**config.mk**
```make
export PLATFORM = sky130hd
export DESIGN_NAME = disp_scan_arbiter
export DESIGN_NICKNAME = d
export VERILOG_FILES = /design/src/rtl/disp_pkg.sv /design/src/rtl/hex7seg_dec.sv /design/src/rtl/disp_scan_arbiter.sv
export SDC_FILE = /design/constraint.sdc
export NUM_CORES = 1
export LEC_CHECK = 0
export ABC_AREA = 1
export BUFFER_PORTS_ARGS = -buffer_cell sky130_fd_sc_hd__clkbuf_2
export CAP_MARGIN = 20
export CORE_ASPECT_RATIO = 2
export CORE_UTILIZATION = 53
export CTS_CLUSTER_DIAMETER = 150
export CTS_CLUSTER_SIZE = 40
export DETAILED_ROUTE_END_ITERATION = 6
export GPL_TIMING_DRIVEN = 0
export PLACE_DENSITY = 0.75
export REMOVE_ABC_BUFFERS = 1
export SYNTH_ARGS = -nofsm -noshare
export SYNTH_HDL_FRONTEND = slang
export SYNTH_HIERARCHICAL = 1
export SYNTH_SLANG_ARGS = --single-unit
```
**constraint.sdc**
```tcl
create_clock -name CLK -period 4.4 [get_ports CLK]
set_input_delay 0.88 -clock CLK [delete_from_list [all_inputs] [get_ports CLK]]
set_output_delay 0.88 -clock CLK [all_outputs]
set_load 0.005 [all_outputs]
```
**src/rtl/disp_pkg.sv**
```systemverilog
// Shared constants, state encoding and round-robin helper for the display scan arbiter.
package disp_pkg;

  localparam int NREQ_MAX = 4;

  localparam logic [7:0] SEG_0 = 8'hC0;
  localparam logic [7:0] SEG_1 = 8'hF9;
  localparam logic [7:0] SEG_2 = 8'hA4;
  localparam logic [7:0] SEG_3 = 8'hB0;
  localparam logic [7:0] SEG_4 = 8'h99;
  localparam logic [7:0] SEG_5 = 8'h92;
  localparam logic [7:0] SEG_6 = 8'h82;
  localparam logic [7:0] SEG_7 = 8'hF8;
  localparam logic [7:0] SEG_8 = 8'h80;
  localparam logic [7:0] SEG_9 = 8'h90;
  localparam logic [7:0] SEG_A = 8'h88;
  localparam logic [7:0] SEG_B = 8'h83;
  localparam logic [7:0] SEG_C = 8'hC6;
  localparam logic [7:0] SEG_D = 8'hA1;
  localparam logic [7:0] SEG_E = 8'h86;
  localparam logic [7:0] SEG_F = 8'h8E;
  localparam logic [7:0] SEG_BLANK = 8'hFF;
  localparam logic [7:0] DP_MASK   = 8'h7F;

  typedef enum logic {IDLE, SHOW} state_t;

  typedef struct packed {
    logic       found;
    logic [1:0] idx;
  } rr_pick_t;

  // Search last+1, last+2, ... (mod n); the last owner itself is the final
  // candidate unless skip_last is set.
  function automatic rr_pick_t rr_next(input logic [NREQ_MAX-1:0] req,
                                       input logic [1:0]          last,
                                       input logic [2:0]          n,
                                       input logic                skip_last);
    rr_pick_t   pick;
    logic [2:0] cand;
    pick = '0;
    for (int k = 1; k <= NREQ_MAX; k++) begin
      cand = {1'b0, last} + 3'(k);
      if (cand >= n) cand = cand - n;
      if (3'(k) <= n && !pick.found && !(skip_last && 3'(k) == n) && req[cand[1:0]]) begin
        pick.found = 1'b1;
        pick.idx   = cand[1:0];
      end
    end
    return pick;
  endfunction

endpackage

```
**src/rtl/hex7seg_dec.sv**
```systemverilog
// Combinational hex nibble to active-low 7-segment code; dp bit is always off here.
module hex7seg_dec
  import disp_pkg::*;
(
  input  logic [3:0] nib,
  output logic [7:0] seg
);

  always_comb begin
    seg = SEG_BLANK;
    case (nib)
      4'h0: seg = SEG_0;
      4'h1: seg = SEG_1;
      4'h2: seg = SEG_2;
      4'h3: seg = SEG_3;
      4'h4: seg = SEG_4;
      4'h5: seg = SEG_5;
      4'h6: seg = SEG_6;
      4'h7: seg = SEG_7;
      4'h8: seg = SEG_8;
      4'h9: seg = SEG_9;
      4'hA: seg = SEG_A;
      4'hB: seg = SEG_B;
      4'hC: seg = SEG_C;
      4'hD: seg = SEG_D;
      4'hE: seg = SEG_E;
      4'hF: seg = SEG_F;
      default: seg = SEG_BLANK;
    endcase
  end

endmodule

```
**src/rtl/disp_scan_arbiter.sv**
```systemverilog
// Round-robin owner arbitration with dwell time, per-frame snapshot and 4-digit scan.
// Optional LEADING_ZERO_BLANK_EN blanks digits above the most significant non-zero nibble.
module disp_scan_arbiter
  import disp_pkg::*;
#(
  parameter int SCAN_DIV     = 50000,
  parameter int DWELL_FRAMES = 256,
  parameter int NREQ         = 3
) (
  input  logic              CLK,
  input  logic              RST,
  input  logic [NREQ-1:0]   req,
  input  logic [NREQ*16-1:0] val,
  input  logic              lock,
  output logic [7:0]        Dis,
  output logic [3:0]        Cs,
  output logic [NREQ-1:0]   grant,
  output logic              frame_done
);

  localparam int CW = $clog2(SCAN_DIV);
  localparam int DW = (DWELL_FRAMES > 1) ? $clog2(DWELL_FRAMES) : 1;
  localparam int VW = NREQ_MAX * 16;
  localparam logic [CW-1:0] CNT_MAX   = CW'(SCAN_DIV - 1);
  localparam logic [DW-1:0] DWELL_MAX = DW'(DWELL_FRAMES - 1);
  localparam logic [1:0]    OWNER_RST = 2'(NREQ - 1);
  localparam logic [2:0]    NREQ_L    = 3'(NREQ);

  state_t              state_q, state_d;
  logic [CW-1:0]       cnt_q, cnt_d;
  logic [1:0]          digit_q, digit_d;
  logic [DW-1:0]       dwell_q, dwell_d;
  logic [15:0]         snap_q, snap_d;
  logic [1:0]          owner_q, owner_d;
  logic [NREQ-1:0]     grant_q, grant_d;
  logic [7:0]          dis_q, dis_d;
  logic [3:0]          cs_q, cs_d;
  logic                tick, boundary, blank;
  logic [NREQ_MAX-1:0] req_ext;
  logic [VW-1:0]       val_ext;
  rr_pick_t            pick_any, pick_other;
  logic [3:0]          nib;
  logic [7:0]          seg;

  assign req_ext = NREQ_MAX'(req);
  assign val_ext = VW'(val);

  hex7seg_dec u_dec (.nib(nib), .seg(seg));

  always_comb begin
    tick     = (cnt_q == CNT_MAX);
    boundary = tick && (digit_q == 2'd3);
    cnt_d    = tick ? '0 : cnt_q + CW'(1);
    digit_d  = tick ? digit_q + 2'd1 : digit_q;

    state_d = state_q;
    owner_d = owner_q;
    dwell_d = dwell_q;
    snap_d  = snap_q;

    // owner_q doubles as the round-robin pointer while idle
    pick_any   = rr_next(req_ext, owner_q, NREQ_L, 1'b0);
    pick_other = rr_next(req_ext, owner_q, NREQ_L, 1'b1);

    if (boundary) begin
      if (state_q == IDLE || !req_ext[owner_q]) begin
        if (pick_any.found) begin
          state_d = SHOW;
          owner_d = pick_any.idx;
          dwell_d = '0;
        end else begin
          state_d = IDLE;
        end
      end else if (dwell_q == DWELL_MAX && !lock && pick_other.found) begin
        owner_d = pick_other.idx;
        dwell_d = '0;
      end else if (dwell_q != DWELL_MAX) begin
        dwell_d = dwell_q + DW'(1);
      end
      if (state_d == SHOW) snap_d = val_ext[{owner_d, 4'b0000} +: 16];
    end

    grant_d = (state_d == SHOW) ? NREQ'(4'b0001 << owner_d) : '0;

    nib   = snap_d[{digit_d, 2'b00} +: 4];
    blank = 1'b0;
`ifdef LEADING_ZERO_BLANK_EN
    blank = (digit_d != 2'd0) && ((snap_d >> {digit_d, 2'b00}) == 16'h0000);
`endif

    dis_d = dis_q;
    cs_d  = cs_q;
    if (tick) begin
      if (state_d == SHOW) begin
        cs_d  = ~(4'b0001 << digit_d);
        dis_d = blank ? SEG_BLANK : seg;
        if (digit_d == 2'd3 && lock) dis_d = dis_d & DP_MASK;
      end else begin
        cs_d  = 4'hF;
        dis_d = SEG_BLANK;
      end
    end
  end

  always_ff @(posedge CLK or posedge RST) begin
    if (RST) begin
      state_q <= IDLE;
      cnt_q   <= '0;
      digit_q <= '0;
      dwell_q <= '0;
      snap_q  <= '0;
      owner_q <= OWNER_RST;
      grant_q <= '0;
      dis_q   <= SEG_BLANK;
      cs_q    <= 4'hF;
    end else begin
      state_q <= state_d;
      cnt_q   <= cnt_d;
      digit_q <= digit_d;
      dwell_q <= dwell_d;
      snap_q  <= snap_d;
      owner_q <= owner_d;
      grant_q <= grant_d;
      dis_q   <= dis_d;
      cs_q    <= cs_d;
    end
  end

  assign Dis        = dis_q;
  assign Cs         = cs_q;
  assign grant      = grant_q;
  assign frame_done = boundary;

endmodule
```
Word-level counts from Yosys, hierarchy flattened
Memory sizes are Yosys's and may differ from the RTL's. Cells that the tools add are included.

Register bits after elaboration: 60. ROM bits: 112. Input bits: 54. Logic and storage cells: 86. Memories kept: 1.

Add/subtract/negate cells: 9. $lt $le $gt $ge: 7. Eq/ne operators: 6. Shift-type cells: 4. Mux-type cells: 35. Bitwise operators: 2. Reduce and logical (&&, ||, !) cells: 13.

Memories: (name not given) (words 16, width 7, read ports 1, clocked after memory_dff 0, write ports 0, line hex7seg_dec.sv:11) `case (nib)`.

Operators with widths (count): $shiftx 64x7->16 (1); $mux 16 (3); $mux 8 (6); $mux 2 (9); $add 16x1->16 const B (1); $eq 16x16->1 const B (1); $shiftx 16x5->4 (1); $lt 2x3->1 const B (4); $mux 3 (4); $ge 3x2->1 const B (3); $add 8x1->8 const B (1); $bmux 1 s2 (4); $eq 8x8->1 const B (1); $mux 1 (8); $ne 8x8->1 const B (1); $add 2x2->3 const B (2); $logic_and 1x1->1 (6); $sub 2x2->2 const B (3); $eq 2x2->1 const B (2); $logic_not 1->1 (4); $mux 4 (1); $not 4->4 (1); $shl 1x2->4 const A (1); $add 2x1->3 const B (1); 7 further kinds (7).

Longest topological paths before layout
Gate-level depths: netlist (run 1). An unclocked memory read counts as a cell.

Depth after elaboration: 22. Gate-level depth with buffers: 30. Mapped depth without buffers: 28.

Modules after synthesis
The synthesis (run 1) kept the hierarchy.

Modules (own cells, without submodules): disp_scan_arbiter (times used 1, cells an instance 570, area each 4185.3 um2, seq. area each 1517.7 um2); hex7seg_dec (times used 1, cells an instance 51, area each 285.3 um2, seq. area each 0.0 um2).

Least setup slack after synthesis (run 1)
Ideal clock, no wire load.

Kind: flip-flop to flip-flop. Start: register owner_q[1]. End: register dis_q[3] (netlist: Dis[3]). Arrival: 3.155 ns. Path slack: 1.167 ns. Stages on the path, launching flop included: 29. Path buffers: 2. Period minus slack after synthesis: 3.233 ns. Cell sequence: dfstp_2 inv_1 ha_1 buf_6 inv_4 nand2_2 nand3_2 nand2_4 nand2_4 nand2_4 nand2_4 nand2_2 nand2_2 nand3_4 buf_6 nor2_1 nor2_2 nand2_1 nand3_1 nand2_1 inv_1 nand2_1 inv_1 ha_1 nand2_1 nand3_1 nand2_1 o22ai_1 inv_1.

Word-level cells in the longest chain between the ends: 22.

RTL lines: from (decl) (line disp_scan_arbiter.sv:34) `logic [1:0] owner_q, owner_d;`; from (signal assigned) (line disp_scan_arbiter.sv:122) `owner_q <= owner_d;`; $add 2x1->3 (line disp_pkg.sv:42) `cand = {1'b0, last} + 3'(k);`; $ge 3x2->1 / $sub 2x2->2 (equally long branches) (line disp_pkg.sv:43) `if (cand >= n) cand = cand - n;`; $mux 2 (line disp_pkg.sv:43); $bmux 1 s2 (line disp_pkg.sv:44) `if (3'(k) <= n && !pick.found && !(skip_last && 3'(k) == n) && req[cand[1:0]]) begin`; $mux 1 (implied by the code) (line disp_pkg.sv:44); $mux 3 (line disp_pkg.sv:44); $logic_not 1->1 (line disp_pkg.sv:44); $logic_and 1x1->1 (line disp_pkg.sv:44); (+8 left out); $mux 16 * (line disp_scan_arbiter.sv:80) `if (state_d == SHOW) snap_d = val_ext[{owner_d, 4'b0000} +: 16];`; $mux 16 * (line disp_scan_arbiter.sv:65) `if (boundary) begin`; $shiftx 16x5->4 * (line disp_scan_arbiter.sv:85) `nib = snap_d[{digit_d, 2'b00} +: 4];`; net nib[1] (line disp_scan_arbiter.sv:42) `logic [3:0] nib;`; $mem_v2 16x7 *; net seg[3] (line disp_scan_arbiter.sv:43) `logic [7:0] seg;`; $mux 8 * (line disp_scan_arbiter.sv:97) `if (digit_d == 2'd3 && lock) dis_d = dis_d & DP_MASK;`; $mux 8 * (line disp_scan_arbiter.sv:94) `if (state_d == SHOW) begin`; to (signal assigned) (line disp_scan_arbiter.sv:124) `dis_q <= dis_d;`; to (decl) (line disp_scan_arbiter.sv:36) `logic [7:0] dis_q, dis_d;`.

Mark *: on every way through the listed nets, which the timed path passes. The rest lies on a longest branch. The select of a mux whose other input is x is not followed. A chain may end at the register's enable or synchronous reset.

Worst setup path in the final report (run 1)
Same ends and word-level chain as after synthesis.

==> impl_metrics.prom, run 1 <==
# TYPE chip_impl_metric gauge
chip_impl_info{name="run_status",value="completed"} 1
chip_impl_metric{name="cts_max_level",unit=""} 3
chip_impl_metric{name="asyncSetResetFlopFracSynth",unit="%"} 100
chip_impl_metric{name="routed_via_density",unit=""} 5.23
chip_impl_metric{name="clock_insertion_delay_worst_skew",unit="ps"} 330
chip_impl_metric{name="remaining_drc_errors",unit=""} 0
chip_impl_metric{name="detailedPlacementHpwl",unit="microns"} 7860
chip_impl_metric{name="worst-endpoint-arrival",unit="ps"} 4240
chip_impl_metric{name="cts_buffers",unit=""} 9
chip_impl_metric{name="die_h",unit="microns"} 132
chip_impl_metric{name="antenna_cells",unit=""} 0
chip_impl_metric{name="synth_edf_count",unit=""} 0
chip_impl_metric{name="fp-row-count",unit=""} 47
chip_impl_metric{name="total_power_per_unit_cell_area",unit="mW/mm^2"} 278
chip_impl_info{name="worst-setup-path-type",value="flop to flop"} 1
chip_impl_metric{name="grt_first_pass_wirelength",unit="microns"} 17100
chip_impl_info{name="worst_path_dominant_cell_family",value="simple AND/OR/NAND/NOR gates"} 1
chip_impl_info{name="worst_path_most_repeated_cell",value="nand2_1"} 1
chip_impl_metric{name="p_leak",unit="nW"} 2.74
chip_impl_metric{name="drt_first_pass_iters",unit=""} 4
chip_impl_metric{name="worst_path_bufs_invs",unit=""} 6
chip_impl_metric{name="drt.antenna.violating_nets",unit=""} 0
chip_impl_metric{name="placedInstanceArea",unit="sq mm"} 0.00481
chip_impl_info{name="layout_commonest_cell",value="nand2_1"} 1
chip_impl_metric{name="finalCritPeriodShare",unit="%"} 90.6
chip_impl_metric{name="synth_top_area_share",unit="%"} 26.3
chip_impl_metric{name="postSynthAreaPerCell",unit="sq um"} 7.20
chip_impl_metric{name="pin_count",unit=""} 70
chip_impl_metric{name="number_of_global_route_vias_before_repair",unit=""} 4074
chip_impl_metric{name="fp.dieArea",unit="sq mm"} 0.00883
chip_impl_info{name="endpoint_kind",value="flop"} 1
chip_impl_metric{name="place.gp.congestion",unit=""} 0.948
chip_impl_metric{name="detailroute.via_count",unit=""} 4133
chip_impl_metric{name="fin_nets",unit=""} 756
chip_impl_info{name="synth_largest_area_cell",value="dfrtp_1"} 1
chip_impl_metric{name="tightest_slew",unit="ps"} 758
chip_impl_info{name="synth_flop_cell",value="dfrtp_1"} 1
chip_impl_metric{name="timing.critical_path.required",unit="ps"} 4660
chip_impl_metric{name="layout.filler_cells",unit=""} 748
chip_impl_info{name="tritoncts",value="done"} 1
chip_impl_metric{name="setup_repair_bufs_after_cts",unit=""} 0
chip_impl_metric{name="final_hold_violations",unit=""} 0
chip_impl_metric{name="clock.fmax",unit="MHz"} 251
chip_impl_metric{name="ctsLongestPathBuffers",unit=""} 2
chip_impl_info{name="path_cells",value="inv_1, ha_1, inv_4, nand2_2, nand3_2, nand2_4, nand2_4, inv_2, nand4_1, nand3_2, nand3_1, nand2_1, nand3_1, nand2_1, inv_1, nand2_1, inv_1, ha_1, nand2_1, nand3_1, nand2_1, o22ai_1, inv_1"} 1
chip_impl_metric{name="detail_route.iter0.violations",unit=""} 237
chip_impl_info{name="worst_path_max_delay_cell",value="dfstp_2"} 1
chip_impl_metric{name="synth-seq-cells",unit=""} 60
chip_impl_info{name="worstHoldPathType",value="flop to flop"} 1
chip_impl_metric{name="grt_start_max_net_pins",unit=""} 36
chip_impl_metric{name="seq_area_frac_synth",unit="%"} 33.9
chip_impl_metric{name="post_cts_resized",unit=""} 0
chip_impl_info{name="synth_area_leaders",value="dfrtp_1 (26%), nand2_1 (10%), nand3_1 (9.6%), inv_1 (8.7%), dfstp_2 (7.6%)"} 1
chip_impl_metric{name="routedWlPerCell",unit="microns"} 13.1
chip_impl_info{name="mostFrequentLayoutCells",value="nand2_1 (125), inv_1 (103), nand3_1 (86), clkbuf_2 (69), nor2_1 (55)"} 1
chip_impl_info{name="rsz0062_at_grt",value="false"} 1
chip_impl_metric{name="total_negative_setup_slacks",unit="ps"} 0
chip_impl_metric{name="finalClockSkew",unit="ps"} 6.39
chip_impl_metric{name="biggest_fanout_along_the_worst_timing_path",unit=""} 16
chip_impl_metric{name="initial_core_util",unit="%"} 54.3
chip_impl_metric{name="finalCriticalPeriod",unit="ps"} 3980
chip_impl_metric{name="critical-path-max-stage-delay",unit="ps"} 570
chip_impl_metric{name="antenna_found_initial",unit=""} 0
chip_impl_metric{name="grt_total_usage",unit="%"} 25.1
chip_impl_info{name="crit_path_start_kind",value="flop"} 1
chip_impl_metric{name="syn_inst",unit=""} 621
chip_impl_metric{name="routed_wl",unit="microns"} 10300
chip_impl_metric{name="core_region_area",unit="sq mm"} 0.00823
chip_impl_metric{name="max-slew-margin-rel",unit="%"} 49.4
chip_impl_metric{name="clk_transition_reported_paths",unit="ps"} 50
chip_impl_metric{name="cts.sinks",unit=""} 60
chip_impl_metric{name="max-vdd-ir-drop",unit="V"} 0.000244
chip_impl_metric{name="finalSetupViolations",unit=""} 0
chip_impl_metric{name="yosys_warnings",unit=""} 6
chip_impl_metric{name="netlist_area",unit="sq mm"} 0.00447
chip_impl_info{name="ctsRootBufferMaster",value="clkbuf_16"} 1
chip_impl_metric{name="holdWs",unit="ps"} 465
chip_impl_metric{name="syn_to_final_growth",unit="%"} 14.9
chip_impl_metric{name="drv_cap",unit=""} 0
chip_impl_metric{name="regToRegSetupSlack",unit="ps"} 420
chip_impl_metric{name="postCtsHoldBufs",unit=""} 0
chip_impl_metric{name="final-max-slew-violation-count",unit=""} 0
chip_impl_metric{name="grt-ovfl-total",unit=""} 0
chip_impl_metric{name="post_route_cells_drive_above_1_share",unit="%"} 26.1
chip_impl_metric{name="die_x",unit="microns"} 66.9
chip_impl_metric{name="finish.instance_area",unit="sq mm"} 0.00514
chip_impl_metric{name="port_buffers",unit=""} 69
chip_impl_metric{name="synth.distinct_cells",unit=""} 41
==> per-stage QoR <==
| stage | util [%] | total power [W] | worst slack (ps) | std cells |
|---|---|---|---|---|
| 5_1_grt | 62.4 | 0.00148 | 72.2 | 791 |
| 4_1_cts | 62.3 | 0.00144 | 395 | 790 |
| 6_report | 62.4 | 0.00143 | 416 | 791 |
| 2_1_floorplan | - | 0.000637 | 980 | 606 |
| 3_5_place_dp | 58.4 | 0.000680 | 420 | 774 |
| 3_3_place_gp | 58.2 | 0.000675 | 530 | 773 |
==> power by group <==
group | switching, W | internal, W
Combinational | 0.0000764 | 0.0000436
Clock | 0.000248 | 0.000508
Sequential | 0 | 0.000553
Total | 0.000324 | 0.00110
==> final timing paths <==
| check | start | endpoint | cells after the start |
|---|---|---|---|
| min in group asynchronous | RST | cnt_q[3] | 2 |
| max | owner_q[1] | Dis[3] | 23 |
| max reg2reg | owner_q[1] | Dis[3] | 23 |
| min reg2reg | cnt_q[0] | cnt_q[0] | 1 |
| max in group asynchronous | RST | Cs[3] | 3 |
| min | cnt_q[0] | cnt_q[0] | 1 |
==> worst register-to-register path, delay by kind of cell, from the launching register on <==
kind                     cells  cell delay (ps)
buffers and inverters        6              580
AO/OA/AOI/OAI                1              130
flip-flops                   1              570
adder cells (fa/ha/maj)      2              860
AND/OR/NAND/NOR             14             1790
==> registers in the layout, indices dropped and copies added (netlist names) <==
signal	count
Cs	4
digit_q	2
snap_q	16
dwell_q	8
owner_q	2
Dis	8
grant	3
state_q	1
cnt_q	16
==> Yosys cell counts (2+ instances only) <==
library cell  number
clkinv_2           2
a21oi_1           28
nor2_1            55
nand3_1           86
nand3_4            2
o22ai_1            8
nand2_2            8
ha_1              14
nor3_1            10
buf_4              6
inv_1            104
nand3b_1           5
inv_2              9
o21ai_0           13
nor2_2            26
inv_4              2
nor2_4             5
o21ai_2            3
nand3_2            7
nand2_1          125
xor2_1             5
o21a_1             2
dfrtp_1           47
nand4_1            4
dfstp_2           13
nand2_4           11
buf_6              7
==> layer usage <==
metal  vias up  GRT usage, %  routed length (microns)
li1       2091             -                        -
met1      1886          25.3                     3850
met2       126          46.3                     5680
met3        30          4.24                      431
met4         0          13.4                      376
met5         -             0                        0
==> layout make-up <==
cell class	instances	area (sq um)	area share, %
Clock buffer	11	243	4.72
Multi-Input combinational cell	430	2370	46.1
Clock inverter	5	75.1	1.46
Tap cell	98	123	2.39
Timing Repair Buffer	70	365	7.11
Inverter	117	447	8.69
Sequential cell	60	1520	29.5
==> logic make-up after synthesis <==
logic type | count (synthesis) | share of synthesized area [%]
XOR/XNOR | 5 | 0.980
adder cells (fa/ha/maj) | 14 | 3.92
buffers and inverters | 132 | 13.3
flip-flops | 60 | 33.9
AND/OR/NAND/NOR | 350 | 40.1
AO/OA/AOI/OAI | 59 | 7.64
other | 1 | 0.0839
No activity file was read; power rests on OpenSTA's default activity.
==> run 2, diff against run 1 <==
==> constraint.sdc (replaced) <==
create_clock -name CLK -period 4.3 [get_ports CLK]
set_input_delay 0.86 -clock CLK [delete_from_list [all_inputs] [get_ports CLK]]
set_output_delay 0.86 -clock CLK [all_outputs]
set_load 0.005 [all_outputs]
==> run 2 against run 1 <==
Routed wire length is essentially flat; critical endpoint unchanged; combinational power about the same; worst hold slack did not move; worst setup slack got worse by 53 ps; clock skew is essentially flat; die area unchanged; power up 2.3%; critical path depth unchanged; first-iteration DRC count unchanged; cell count unchanged; final area is essentially flat.
==> impl_metrics.prom, run 2 (synthesis gave the netlist of run 1 again) <==
# TYPE chip_impl_metric gauge
chip_impl_info{name="run_status",value="completed"} 1
chip_impl_metric{name="grt-ovfl-total",unit=""} 0
chip_impl_metric{name="worst-endpoint-arrival",unit="ps"} 4200
chip_impl_info{name="grt-busiest-layer",value="met2"} 1
chip_impl_info{name="ctsRootBufferMaster",value="clkbuf_16"} 1
chip_impl_metric{name="antenna_cells",unit=""} 0
chip_impl_info{name="endpoint_kind",value="flop"} 1
chip_impl_metric{name="pin_count",unit=""} 70
chip_impl_metric{name="fp-row-count",unit=""} 47
chip_impl_metric{name="drt_first_pass_iters",unit=""} 4
chip_impl_info{name="critPathCapture",value="Dis[3]"} 1
chip_impl_metric{name="die_x",unit="microns"} 66.9
chip_impl_metric{name="clk_transition_reported_paths",unit="ps"} 50
chip_impl_metric{name="total_power_per_unit_cell_area",unit="mW/mm^2"} 284
chip_impl_metric{name="post_route_cells_drive_above_1_share",unit="%"} 26.3
chip_impl_metric{name="drt.antenna.violating_nets",unit=""} 0
chip_impl_metric{name="setup_repair_bufs_after_cts",unit=""} 0
chip_impl_info{name="layout_commonest_cell",value="nand2_1"} 1
chip_impl_metric{name="timing.critical_path.required",unit="ps"} 4560
chip_impl_metric{name="remaining_drc_errors",unit=""} 0
chip_impl_metric{name="grt_use_met2",unit="%"} 46.3
chip_impl_info{name="rr_endpoint",value="Dis[3]"} 1
chip_impl_metric{name="detailroute.via_count",unit=""} 4129
chip_impl_metric{name="routedWlPerCell",unit="microns"} 13.1
chip_impl_metric{name="finalClockSkew",unit="ps"} 6.51
chip_impl_metric{name="antenna_found_initial",unit=""} 0
chip_impl_metric{name="ctsLongestPathBuffers",unit=""} 2
chip_impl_metric{name="number_of_global_route_vias_before_repair",unit=""} 4074
chip_impl_metric{name="die_h",unit="microns"} 132
chip_impl_metric{name="cts_max_level",unit=""} 3
chip_impl_metric{name="max-vdd-ir-drop",unit="V"} 0.000250
chip_impl_metric{name="detailedPlacementHpwl",unit="microns"} 7860
chip_impl_metric{name="max-slew-margin-rel",unit="%"} 49.4
chip_impl_metric{name="min_delay_path_depth",unit=""} 1
chip_impl_metric{name="p_leak",unit="nW"} 2.74
chip_impl_metric{name="cts.sinks",unit=""} 60
chip_impl_metric{name="regToRegSetupSlack",unit="ps"} 360
chip_impl_metric{name="grt_total_usage",unit="%"} 25.1
chip_impl_metric{name="fin_nets",unit=""} 756
chip_impl_metric{name="finalSetupViolations",unit=""} 0
chip_impl_metric{name="post-place-ws",unit="ps"} 320
chip_impl_metric{name="drv_cap",unit=""} 0
chip_impl_metric{name="routed_via_density",unit=""} 5.22
chip_impl_metric{name="place.gp.congestion",unit=""} 0.948
chip_impl_metric{name="finalCritPeriodShare",unit="%"} 91.6
chip_impl_info{name="rr_startpoint",value="owner_q[1]"} 1
chip_impl_metric{name="detail_route.iter0.violations",unit=""} 237
chip_impl_metric{name="clock_insertion_delay_worst_skew",unit="ps"} 330
chip_impl_metric{name="grt_first_pass_wirelength",unit="microns"} 17100
chip_impl_info{name="crit_path_start_kind",value="flop"} 1
chip_impl_info{name="reg_top3",value="cnt_q: 16 flops, snap_q: 16 flops"} 1
chip_impl_metric{name="clock.fmax",unit="MHz"} 254
chip_impl_metric{name="grt.met3_usage",unit="%"} 4.24
chip_impl_metric{name="final_hold_violations",unit=""} 0
chip_impl_metric{name="tightest_slew",unit="ps"} 758
chip_impl_metric{name="syn_to_final_growth",unit="%"} 15.0
chip_impl_info{name="rsz0062_at_grt",value="false"} 1
chip_impl_metric{name="finalPower",unit="W"} 0.00146
chip_impl_info{name="critPathLaunch",value="owner_q[1]"} 1
chip_impl_info{name="mostFrequentLayoutCells",value="nand2_1 (125), inv_1 (103), nand3_1 (86), clkbuf_2 (69), nor2_1 (55)"} 1
chip_impl_metric{name="use_met1",unit="%"} 25.3
chip_impl_metric{name="routed_wl",unit="microns"} 10300
chip_impl_info{name="worstHoldPathType",value="flop to flop"} 1
chip_impl_metric{name="cts_buffers",unit=""} 9
chip_impl_metric{name="fin_cells",unit=""} 791
chip_impl_metric{name="core_region_area",unit="sq mm"} 0.00823
chip_impl_metric{name="fp.dieArea",unit="sq mm"} 0.00883
chip_impl_metric{name="finalCriticalPeriod",unit="ps"} 3940
chip_impl_metric{name="total_negative_setup_slacks",unit="ps"} 0
chip_impl_metric{name="initial_core_util",unit="%"} 54.3
chip_impl_metric{name="final-max-slew-violation-count",unit=""} 0
chip_impl_metric{name="port_buffers",unit=""} 69
chip_impl_metric{name="r2r_cells",unit=""} 23
chip_impl_info{name="tritoncts",value="done"} 1
chip_impl_metric{name="postLayoutSetupSlackWorst",unit="ps"} 362
chip_impl_info{name="worst-setup-path-type",value="flop to flop"} 1
chip_impl_metric{name="post-place-cells",unit=""} 774
chip_impl_metric{name="grt_start_max_net_pins",unit=""} 36
chip_impl_metric{name="biggest_fanout_along_the_worst_timing_path",unit=""} 16
-- run 2: final cells by class --
cell class                 count  area (sq um)
sequential                    60          1520
clock inverter                 5          75.1
tap                           98           123
multi-input combinational    430          2370
inverter                     117           447
clock buffer                  11           243
fill                         747          3090
timing repair buffer          70           365
-- run 2: metrics by stage --
stage | cell area [sq um] | utilization [%] | hold WS, ps
global route | 5140 | 62.4 | 484
CTS | 5130 | 62.3 | 465
detailed placement | 4810 | 58.4 | 459
floorplan | 4320 | - | 433
global placement | 4790 | 58.2 | 446
finish | 5140 | 62.4 | 465
-- run 2: critical path, cell delays in order (launching register included) --
cell	delay [ps]
dfstp_2	570
inv_1	160
ha_2	490
inv_4	70
nand2_2	60
nand3_2	90
nand2_4	110
nand2_4	90
inv_2	80
nand4_1	250
nand3_2	420
nand3_1	170
nand2_1	100
nand3_1	60
nand2_1	70
inv_1	50
nand2_1	150
inv_1	140
ha_1	330
nand2_1	60
nand3_1	90
nand2_1	60
o22ai_1	130
inv_1	60
-- run 2: per-layer routing --
metal	wire, microns	vias up
met5	0	-
met4	376	0
met3	402	30
met2	5690	121
met1	3870	1887
li1	-	2091
-- run 2: how the worst min path moves through the flow --
stage | from | to
6_report | cnt_q[0] | cnt_q[0]
4_1_cts | cnt_q[0] | cnt_q[0]
2_1_floorplan | cnt_q[0] | cnt_q[0]
3_3_place_gp | cnt_q[0] | cnt_q[0]
5_1_grt | cnt_q[0] | cnt_q[0]
3_5_place_dp | cnt_q[0] | cnt_q[0]
-- run 2: report_power, final --
group	total, W	internal (W)	switching [W]
Sequential	0.000566	0.000566	0
Combinational	0.000123	0.0000446	0.0000783
Clock	0.000773	0.000520	0.000254
Total	0.00146	0.00113	0.000332
-- run 2: timing repair --
item / CTS / global route
hold buffers: 0 / 0
endpoints found under the setup margin: 0 / 3
gates resized for setup: 0 / 1
==> run 3, diff against run 2 <==
--- a/config.mk
+++ b/config.mk
@@ -14,7 +14,7 @@
 export CTS_CLUSTER_SIZE = 40
 export DETAILED_ROUTE_END_ITERATION = 6
 export GPL_TIMING_DRIVEN = 0
-export PLACE_DENSITY = 0.75
+export PLACE_DENSITY = 0.72
 export REMOVE_ABC_BUFFERS = 1
 export SYNTH_ARGS = -nofsm -noshare
 export SYNTH_HDL_FRONTEND = slang
==> run 3 against run 2 <==
Register-to-register slack about the same; utilization down 0.20 points; routed wire length is 2.8% lower; clock power down 6.2%; die area unchanged; count of clock-buffer cells in the layout rose by 1; global-route usage shrank 0.75 points; combinational power about the same; cell count did not move.
==> impl_metrics.prom, run 3 (synthesis gave the netlist of run 1 again) <==
# TYPE chip_impl_metric gauge
chip_impl_info{name="run_status",value="completed"} 1
chip_impl_metric{name="final_hold_violations",unit=""} 0
chip_impl_metric{name="final_util",unit="%"} 62.2
chip_impl_metric{name="antenna_cells",unit=""} 0
chip_impl_metric{name="post_route_cells_drive_above_1_share",unit="%"} 26.1
chip_impl_info{name="endpoint_kind",value="flop"} 1
chip_impl_metric{name="internal_power",unit="W"} 0.00109
chip_impl_metric{name="detailroute.via_count",unit=""} 4066
chip_impl_metric{name="antenna_found_initial",unit=""} 0
chip_impl_metric{name="fp-row-count",unit=""} 47
chip_impl_metric{name="remaining_drc_errors",unit=""} 0
chip_impl_metric{name="syn_to_final_growth",unit="%"} 14.6
chip_impl_metric{name="grt_total_usage",unit="%"} 24.4
chip_impl_metric{name="drt.antenna.violating_nets",unit=""} 0
chip_impl_info{name="worst-setup-path-type",value="flop to flop"} 1
chip_impl_info{name="rsz0062_at_grt",value="false"} 1
chip_impl_metric{name="max-vdd-ir-drop",unit="V"} 0.000212
chip_impl_metric{name="total_negative_setup_slacks",unit="ps"} 0
chip_impl_info{name="mostFrequentLayoutCells",value="nand2_1 (125), inv_1 (103), nand3_1 (86), clkbuf_2 (69), nor2_1 (55)"} 1
chip_impl_metric{name="worst-endpoint-arrival",unit="ps"} 4180
chip_impl_info{name="ctsRootBufferMaster",value="clkbuf_16"} 1
chip_impl_metric{name="routed_wl",unit="microns"} 10100
chip_impl_metric{name="final-max-slew-violation-count",unit=""} 0
chip_impl_metric{name="port_buffers",unit=""} 69
chip_impl_info{name="tritoncts",value="done"} 1
chip_impl_metric{name="cts_max_level",unit=""} 3
chip_impl_info{name="worst_path_most_repeated_cell",value="nand2_1"} 1
chip_impl_metric{name="fin_nets",unit=""} 756
chip_impl_metric{name="finalSetupViolations",unit=""} 0
chip_impl_metric{name="switching_part_of_the_total",unit="%"} 23.0
chip_impl_metric{name="core_region_area",unit="sq mm"} 0.00823
chip_impl_info{name="reg_top3",value="cnt_q: 16 flops, snap_q: 16 flops"} 1
chip_impl_info{name="worst_path_dominant_cell_family",value="simple AND/OR/NAND/NOR gates"} 1
chip_impl_info{name="worstHoldPathType",value="flop to flop"} 1
chip_impl_metric{name="die_x",unit="microns"} 66.9
chip_impl_metric{name="pin_count",unit=""} 70
chip_impl_metric{name="finalCriticalPeriod",unit="ps"} 3920
chip_impl_metric{name="grt_first_pass_wirelength",unit="microns"} 16700
chip_impl_metric{name="clock.fmax",unit="MHz"} 255
chip_impl_metric{name="worst_path_bufs_invs",unit=""} 4
chip_impl_metric{name="place.gp.congestion",unit=""} 0.847
chip_impl_info{name="layout_commonest_cell",value="nand2_1"} 1
chip_impl_metric{name="routedWlPerCell",unit="microns"} 12.7
chip_impl_metric{name="cts.sinks",unit=""} 60
chip_impl_metric{name="fp.dieArea",unit="sq mm"} 0.00883
chip_impl_info{name="worst_path_max_delay_cell",value="dfstp_2"} 1
chip_impl_metric{name="max-slew-margin-rel",unit="%"} 57.4
chip_impl_metric{name="layout.filler_cells",unit=""} 756
chip_impl_metric{name="detailedPlacementHpwl",unit="microns"} 7510
chip_impl_metric{name="detail_route.iter0.violations",unit=""} 170
chip_impl_metric{name="grt-ovfl-total",unit=""} 0
chip_impl_metric{name="finalClockSkew",unit="ps"} 4.97
chip_impl_metric{name="number_of_global_route_vias_before_repair",unit=""} 3851
chip_impl_metric{name="grt_start_max_net_pins",unit=""} 34
chip_impl_metric{name="clk_transition_reported_paths",unit="ps"} 50
chip_impl_metric{name="biggest_fanout_along_the_worst_timing_path",unit=""} 16
chip_impl_metric{name="ctsLongestPathBuffers",unit=""} 2
chip_impl_metric{name="drv_cap",unit=""} 0
chip_impl_metric{name="clkPwrFrac",unit="%"} 51.3
chip_impl_metric{name="initial_core_util",unit="%"} 54.3
chip_impl_metric{name="postLayoutSetupSlackWorst",unit="ps"} 376
chip_impl_metric{name="post-place-ws",unit="ps"} 365
chip_impl_metric{name="net-switching-power",unit="W"} 0.000325
chip_impl_metric{name="cts_buffers",unit=""} 9
chip_impl_info{name="path_cells",value="inv_1, ha_1, nand2_1, nand3_2, nand2_4, nand2_4, nand2_4, nand2_4, nand2_2, nand2_2, nand3_2, nand3_1, nand2_1, nand3_1, nand2_1, inv_1, nand2_1, inv_1, ha_1, nand3_1, nand2_1, o22ai_1, inv_1"} 1
chip_impl_metric{name="total_power_per_unit_cell_area",unit="mW/mm^2"} 276
chip_impl_metric{name="finalCritPeriodShare",unit="%"} 91.3
chip_impl_metric{name="comb_power_share",unit="%"} 8.6
chip_impl_metric{name="tightest_slew",unit="ps"} 639
chip_impl_metric{name="postCtsHoldBufs",unit=""} 0
chip_impl_metric{name="clock_insertion_delay_worst_skew",unit="ps"} 330
chip_impl_metric{name="seq_pwr_share",unit="%"} 40.1
chip_impl_metric{name="critical-path-max-stage-delay",unit="ps"} 550
chip_impl_metric{name="routed_via_density",unit=""} 5.14
chip_impl_metric{name="timing.critical_path.required",unit="ps"} 4550
chip_impl_info{name="crit_path_start_kind",value="flop"} 1
chip_impl_metric{name="p_leak",unit="nW"} 2.73
chip_impl_metric{name="drt_first_pass_iters",unit=""} 4
chip_impl_metric{name="die_h",unit="microns"} 132
-- run 3: path summary, 6_finish.rpt --
check,cells past startpoint,startpoint,slack [ps],to
setup / recovery,23,owner_q[1],380,Dis[1]
hold / removal,1,cnt_q[0],460,cnt_q[0]
setup reg to reg,23,owner_q[1],380,Dis[1]
hold reg to reg,1,cnt_q[0],460,cnt_q[0]
max in group asynchronous,3,RST,3030,Dis[3]
min in group asynchronous,2,RST,600,cnt_q[3]
-- run 3: metal layers --
layer | part of all wire, % | track usage, % | up-vias
met4 | 2.3 | 9.81 | 0
met2 | 55 | 44.3 | 91
met5 | 0 | 0 | -
li1 | - | - | 2092
met3 | 3.8 | 4.15 | 16
met1 | 39 | 26.6 | 1867
-- run 3: area by class of cell --
cell class	count	area (sq um)	share of cell area, %
clock buffer	12	256	5.01
clock inverter	4	47.5	0.928
inverter	117	447	8.72
multi-input combinational	430	2370	46.2
sequential	60	1520	29.6
tap	98	123	2.39
timing repair buffer	70	365	7.13
-- run 3: per-stage QoR --
step                hold WS [ps]  cell area, sq um  total power [W]  std cells
floorplan                    433              4320         0.000652        606
global placement             447              4790         0.000691        773
detailed placement           460              4810         0.000695        774
CTS                          467              5110          0.00142        790
global route                 479              5120          0.00147        791
finish                       462              5120          0.00141        791
-- run 3: repair_timing --
| item | CTS | global route |
|---|---|---|
| buffers inserted | 0 | 0 |
| endpoints found under the setup margin | 0 | 3 |
| resized for setup | 0 | 0 |
-- run 3: power groups by stage --
stage / Sequential (W) / Combinational (W) / Clock, W
final: 0.000566 / 0.000122 / 0.000725
after global routing: 0.000565 / 0.000138 / 0.000763
after CTS: 0.000566 / 0.000121 / 0.000737
after detailed placement: 0.000575 / 0.000120 / 0
after global placement: 0.000575 / 0.000116 / 0
after floorplan: 0.000575 / 0.0000768 / 0
